[config.mk]
export PLATFORM = sky130hd
export DESIGN_NAME = doodle_motion_engine
export DESIGN_NICKNAME = d
export VERILOG_FILES = /design/src/rtl/doodle_motion_engine.sv
export SDC_FILE = /design/constraint.sdc
export NUM_CORES = 1
export LEC_CHECK = 0
export BUFFER_PORTS_ARGS = -buffer_cell sky130_fd_sc_hd__buf_2
export CAP_MARGIN = 30
export CORE_ASPECT_RATIO = 1.25
export CORE_MARGIN = 8
export CORE_UTILIZATION = 50
export DETAILED_ROUTE_END_ITERATION = 10
export PLACE_DENSITY = 0.72
export SLEW_MARGIN = 20
export SYNTH_ARGS = -nofsm -noshare
export SYNTH_HDL_FRONTEND = slang
export SYNTH_SLANG_ARGS = --single-unit
[constraint.sdc]
create_clock -name clk -period 6.4 [get_ports clk]
set_input_delay 0.96 -clock clk [delete_from_list [all_inputs] [get_ports clk]]
set_output_delay 0.96 -clock clk [all_outputs]
set_load 0.01 [all_outputs]
[src/rtl/doodle_motion_engine.sv]
// Doodle player physics and sprite addressing: fixed-point jump integrator, horizontal
// wrap, scroll-line clamp, death detection and optionally mirrored texture lookup.
module doodle_motion_engine #(
    parameter int SPRITE_W    = 80,
    parameter int SPRITE_H    = 80,
    parameter int X_MIN       = 300,
    parameter int X_MAX       = 642,
    parameter int START_X     = 472,
    parameter int START_Y     = 687,
    parameter int FRAC        = 4,
    parameter int JUMP_VEL    = 144,
    parameter int BOOST_VEL   = 288,
    parameter int GRAVITY     = 3,
    parameter int MAX_FALL    = 192,
    parameter int SCROLL_LINE = 300,
    parameter int SCREEN_H    = 768,
    parameter int MIRROR      = 1
) (
    input  logic                        clk,
    input  logic                        rst,
    input  logic                        frame_tick,
    input  logic [1:0]                  game_state,
    input  logic signed [8:0]           delta_x,
    input  logic                        land,
    input  logic [9:0]                  land_y,
    input  logic                        spring,
    input  logic [10:0]                 beam_x,
    input  logic [9:0]                  beam_y,
    output logic [10:0]                 doodle_x,
    output logic [9:0]                  doodle_y,
    output logic                        doodle_fall_direction,
    output logic                        facing_left,
    output logic [9:0]                  scroll_dy,
    output logic                        scroll_valid,
    output logic                        dead,
    output logic                        in_sprite,
    output logic [$clog2(SPRITE_H)-1:0] sprite_row,
    output logic [$clog2(SPRITE_W)-1:0] sprite_col
);
    localparam int YW = 10 + FRAC + 2;
    localparam int RW = $clog2(SPRITE_H);
    localparam int CW = $clog2(SPRITE_W);

    localparam logic signed [11:0] X_MIN_S = 12'(X_MIN);
    localparam logic signed [11:0] X_MAX_S = 12'(X_MAX);
    localparam logic signed [11:0] SPAN_S  = 12'(X_MAX - X_MIN);
    localparam logic signed [11:0] SPR_W_S = 12'(SPRITE_W);
    localparam logic signed [10:0] SPR_H_S = 11'(SPRITE_H);

    localparam logic signed [YW-1:0] START_Y_Q = YW'(START_Y << FRAC);
    localparam logic signed [YW-1:0] SCROLL_Q  = YW'(SCROLL_LINE << FRAC);
    localparam logic signed [YW-1:0] SCROLL_I  = YW'(SCROLL_LINE);
    localparam logic signed [YW-1:0] SCREEN_I  = YW'(SCREEN_H);
    localparam logic signed [YW-1:0] JUMP_Q    = YW'(JUMP_VEL);
    localparam logic signed [YW-1:0] BOOST_Q   = YW'(BOOST_VEL);
    localparam logic signed [YW-1:0] GRAV_Q    = YW'(GRAVITY);
    localparam logic signed [YW-1:0] FALL_LIM  = YW'(-MAX_FALL);
    localparam logic signed [YW-1:0] LAND_OFS  = YW'(SPRITE_H + 1);
    localparam logic signed [YW-1:0] ZERO_Q    = '0;
    localparam logic [10:0]          START_X_U = 11'(START_X);
    localparam logic [CW-1:0]        COL_LAST  = CW'(SPRITE_W - 1);

    // A single correction suffices because |delta_x| never exceeds the playfield span.
    function automatic logic [10:0] wrap_x(input logic signed [11:0] xt);
        logic signed [11:0] r;
        if (xt < X_MIN_S)
            r = xt + SPAN_S;
        else if (xt >= X_MAX_S)
            r = xt - SPAN_S;
        else
            r = xt;
        return 11'(r);
    endfunction

    function automatic logic signed [YW-1:0] sat_fall(input logic signed [YW-1:0] v);
        return (v < FALL_LIM) ? FALL_LIM : v;
    endfunction

    typedef enum logic [1:0] {S_IDLE, S_RISE, S_FALL, S_DEAD} state_t;
    state_t state, state_next;

    logic [10:0]          x;
    logic signed [YW-1:0] y;
    logic signed [YW-1:0] vel;
    logic [9:0]           y_int;
    logic signed [11:0]   x_sum;
    logic [10:0]          x_wrap;
    logic signed [YW-1:0] y_next;
    logic signed [YW-1:0] vel_next;
    logic signed [YW-1:0] y_next_int;
    logic signed [YW-1:0] land_top;
    logic                 menu;
    logic                 frozen;
    logic                 takeoff;
    logic                 phys_tick;
    logic                 x_tick;
    logic                 clamp;
    logic                 landing;
    logic                 dying;

    assign y_int    = y[FRAC+9:FRAC];
    assign doodle_x = x;
    assign doodle_y = y_int;

    always_comb begin
        menu       = (game_state == 2'd0);
        frozen     = (game_state == 2'd2);
        takeoff    = (state == S_IDLE) && frame_tick && (game_state == 2'd1);
        phys_tick  = frame_tick && !menu && !frozen && (state == S_RISE || state == S_FALL);
        x_tick     = phys_tick || (frame_tick && !menu && state == S_DEAD);
        x_sum      = $signed({1'b0, x}) + $signed({{3{delta_x[8]}}, delta_x});
        x_wrap     = wrap_x(x_sum);
        y_next     = y - vel;
        vel_next   = sat_fall(vel - GRAV_Q);
        y_next_int = y_next >>> FRAC;
        land_top   = ($signed({{(YW-10){1'b0}}, land_y}) - LAND_OFS) <<< FRAC;
        clamp      = phys_tick && (state == S_RISE) && (y_next_int < SCROLL_I);
        landing    = phys_tick && (state == S_FALL) && land;
        dying      = phys_tick && (state == S_FALL) && !land && (y_next_int >= SCREEN_I);
    end

    always_ff @(posedge clk or negedge rst) begin
        if (!rst)
            state <= S_IDLE;
        else
            state <= state_next;
    end

    // Menu overrides every state; landing wins over death on the same tick.
    always_comb begin
        state_next = state;
        if (menu) begin
            state_next = S_IDLE;
        end else begin
            case (state)
                S_IDLE:  if (takeoff) state_next = S_RISE;
                S_RISE:  if (phys_tick && vel_next <= ZERO_Q) state_next = S_FALL;
                S_FALL: begin
                    if (landing)
                        state_next = S_RISE;
                    else if (dying)
                        state_next = S_DEAD;
                end
                default: state_next = state;
            endcase
        end
    end

    always_comb begin
        doodle_fall_direction = (state == S_FALL);
    end

    // Motion stage: position, velocity, facing, death and scroll outputs
    always_ff @(posedge clk or negedge rst) begin
        if (!rst) begin
            x            <= START_X_U;
            y            <= START_Y_Q;
            vel          <= ZERO_Q;
            facing_left  <= 1'b0;
            dead         <= 1'b0;
            scroll_dy    <= '0;
            scroll_valid <= 1'b0;
        end else begin
            scroll_valid <= 1'b0;
            if (menu) begin
                x    <= START_X_U;
                y    <= START_Y_Q;
                vel  <= ZERO_Q;
                dead <= 1'b0;
            end else begin
                if (takeoff)
                    vel <= JUMP_Q;
                if (x_tick) begin
                    x <= x_wrap;
                    if (delta_x[8])
                        facing_left <= 1'b1;
                    else if (delta_x != 9'sd0)
                        facing_left <= 1'b0;
                end
                if (landing) begin
                    y   <= land_top;
                    vel <= spring ? BOOST_Q : JUMP_Q;
                end else if (dying) begin
                    dead <= 1'b1;
                end else if (phys_tick) begin
                    vel <= vel_next;
                    if (clamp) begin
                        y            <= SCROLL_Q;
                        scroll_dy    <= 10'(SCROLL_I - y_next_int);
                        scroll_valid <= 1'b1;
                    end else begin
                        y <= y_next;
                    end
                end
            end
        end
    end

    logic signed [11:0] beam_dx;
    logic signed [10:0] beam_dy;
    logic               hit;
    logic [RW-1:0]      row_calc;
    logic [CW-1:0]      col_calc;
    logic               hit_p1;
    logic [RW-1:0]      row_p1;
    logic [CW-1:0]      col_p1;

    always_comb begin
        beam_dx  = $signed({1'b0, beam_x}) - $signed({1'b0, x});
        beam_dy  = $signed({1'b0, beam_y}) - $signed({1'b0, y_int});
        hit      = (beam_dx >= 12'sd0) && (beam_dx < SPR_W_S) &&
                   (beam_dy >= 11'sd0) && (beam_dy < SPR_H_S);
        row_calc = '0;
        col_calc = '0;
        if (hit) begin
            row_calc = beam_dy[RW-1:0];
            col_calc = ((MIRROR != 0) && facing_left) ? COL_LAST - beam_dx[CW-1:0]
                                                      : beam_dx[CW-1:0];
        end
    end

    // Sprite stage p1: beam hit test registered against the current position
    always_ff @(posedge clk or negedge rst) begin
        if (!rst) begin
            hit_p1 <= 1'b0;
            row_p1 <= '0;
            col_p1 <= '0;
        end else begin
            hit_p1 <= hit;
            row_p1 <= row_calc;
            col_p1 <= col_calc;
        end
    end

    assign in_sprite  = hit_p1;
    assign sprite_row = row_p1;
    assign sprite_col = col_p1;

endmodule

==> reports/summary.txt <==
# nets final - 1032
Slowest Stage Delay on Critical Path - 0.61 ns
Synth top area cells - dfrtp_1 21%, ha_1 11%, dfstp_2 4.4%
Via-to-Cell Ratio - 6.04
Overflow after GRT - 0
Final Hold Fails - 0
Power Dens Cells - 591 nW/um2
Post-Syn Nets - 962
Clk_lat worst skew - 0.34 ns
I/O Buffers - 96
GRT busiest layer - met2
Initial Utilization - 50.4%
Total of max-cap violations - 0
Synthesized cell area - 7170 um2
Post-DP HPWL - 15200 um
DRT Pass-1 Iters - 4
Synth warn - 0
Mapped Avg Cell Area - 8.44 um2
Layout cells sized above 1 - 19.1%
H-Tree Level Count - 3
Crit path kind - flip-flop to flip-flop
Min Tclk post-route - 5.38 ns
Hold Buf Count CTS - 0
M3 GR Usage - 4.00%
Slowest CP cell - or4_4
Total core area - 14200 um2
Die width - 123 um
I/O pins - 97
Antenna violations before repair - 1
Vias in the first global route - 6539
Clock network power share - 12.3%
Cell type with the largest total area after synthesis - dfrtp_1
M2 GR Usage - 37.8%
Setup crit end kind - flip-flop
CP Buf/Inv Count - 1
CTS buffer count - 9
TritonCTS clock tree - done
Prevailing post-synth register cell - dfrtp_1
Setup bufs post-CTS - 0
Type of the worst min-delay path - input port to asynchronous set/reset pin
CP Max Fanout - 10
Vias - 6665
Final Setup Violations - 0
Number of nets with antenna violations after routing - 0
Row count - 49
Sw Ratio - 49.7%
Seq pwr share - 16.8%
Commonest non-fill, non-tap cells in the layout - 95 x buf_2, 68 x inv_1, 61 x nand2_1, 61 x ha_1, 61 x dfrtp_1
Final period utilization - 84.0%
Synthesized flop and latch total - 73
First-pass GRT wire length - 31400 um
Commonest non-fill, non-tap cell in the layout - buf_2
CP top delay family - simple AND/OR/NAND/NOR gates
WHS - 0.477 ns
Power Internal - 0.00239 W
Status - completed
DR DRC count - 0
WL/cell - 17.7 um
CTS Root Cell - clkbuf_16
Clk sink count - 73
Synth Instances - 850
CP Cell Sequence - or4_4 -> a21oi_4 -> and3_1 -> nand2_4 -> or4_4 -> or3_4 -> o32ai_1 -> nand4_1 -> ha_1 -> clkinv_1 -> nand4_1 -> or4_1 -> nor4_1 -> o21a_1 -> o311ai_1 -> or3b_1 -> a21oi_1
WP data required - 6.66 ns
Max Clk Rate - 186 MHz
VDD IR max - 0.375 mV
Fin Setup TNS - 0 ns
GRT Resource Usage Total - 21.3%
Arr. time, crit path - 5.63 ns
Launching element type of the critical path - flip-flop
Final Routed Wirelength - 19500 um
Final max-slew violation count - 0
Final std cells w/o fill - 1104
Clock buffer depth - 2
Unrepaired setup endpoints after global routing - no
Post-synthesis sequential area ratio - 25.7%
RD Place Congestion - 0.890
Die area - 18500 um2
Die Ht - 150 um
Clk slew on worst S/H paths - 0.06 ns
Share of the synthesized area in the top cell type - 21.3%
1st-iter DRT viols - 400
Post-CTS Resized - 0
Fraction of registers with async set/reset - 100%
P_sw - 0.00236 W
Largest net degree at the start of global routing - 74
Syn-to-layout area delta - 12.2%
Met1 track demand over resource - 24.0%
Worst-Margin Slew - 0.829 ns
Netlist cell types - 92
Worst rel slew slack - 44.7%
Post-synth EDFFs - 0
Clk_skew - 0.00858 ns
Tot Pwr - 0.00475 W
Leakage power - 3.63 nW
Inst Count DP - 1085
Combinational group share of total power - 70.9%
==> kinds of logic after synthesis <==
logic type	after synthesis	synth area share, %
simple gates	264	19.8
mux	18	3.09
flops	73	25.7
buf+inv	110	6.91
xor+xnor	58	7.08
compound gates	262	25.7
fa+ha+maj	65	11.8
==> Yosys cell counts (5+ instances only) <==
master    count
a211oi_1      9
nor2b_1      10
nand2b_1     11
ha_1         61
clkbuf_1     22
and3_1        5
nand4_1       7
o22ai_1      15
xnor2_1      34
mux2_4        7
nor3_1       21
a31oi_1      11
mux2i_1       6
o21ai_0      55
a21boi_0      8
nor2_1       46
a21oi_1      51
nor4_1       19
inv_1        68
o221ai_1      6
a21o_1       14
xor2_1       24
or3_1         6
a31o_2        5
buf_4        11
o21a_1       13
a22o_1        5
o31ai_1       5
or2_2         5
o211ai_1      6
dfstp_2      12
nand3_1      33
dfrtp_1      61
buf_6         5
nand2_1      61
and2_1        7
==> power groups by stage <==
stage               registers [W]  clock network, W  logic [W]
floorplan                0.000753                 0    0.00269
global placement         0.000802                 0    0.00327
detailed placement       0.000804                 0    0.00332
CTS                      0.000798          0.000595    0.00334
global route             0.000818          0.000618    0.00372
finish                   0.000799          0.000586    0.00337
==> final cells by class <==
class	instances	area, um2
Antenna cell	1	2.50
Clock buffer	9	225
Clock inverter	7	118
Fill cell	1340	6180
Inverter	69	259
Multi-Input combinational cell	667	4840
Sequential cell	73	1840
Tap cell	178	223
Timing Repair Buffer	100	537
==> worst paths after layout <==
kind	startpoint	slack (ns)	depth (start not counted)	to
max	vel[3]	1.02	17	state[1]
min	rst	0.48	1	sprite_row[6]
max reg2reg	vel[3]	1.02	17	state[1]
min reg2reg	scroll_dy[0]	0.50	1	scroll_dy[0]
max in group asynchronous	rst	5.32	2	doodle_x[7]
min in group clk	scroll_dy[0]	0.50	1	scroll_dy[0]
==> per-layer routing <==
layer	routed length (um)	vias up
met5	8	-
met2	9910	194
met4	607	2
met1	7960	3162
met3	1020	46
li1	-	3261
==> flip-flops by register name, indices dropped and copies added (netlist names) <==
register      cells
scroll_dy        10
state             2
vel              16
dead              1
y                16
in_sprite         1
scroll_valid      1
sprite_col        7
sprite_row        7
facing_left       1
doodle_x         11
==> per-stage QoR <==
step	utilization [%]	instance area [um2]	setup WS, ns
final	56.6	8050	1.02
after detailed placement	53.9	7660	1.11
after CTS	56.3	8010	1.10
after global routing	56.5	8040	0.807
after floorplan	-	7170	1.58
after global placement	53.8	7650	1.25
(Power assumes the default switching activity.)
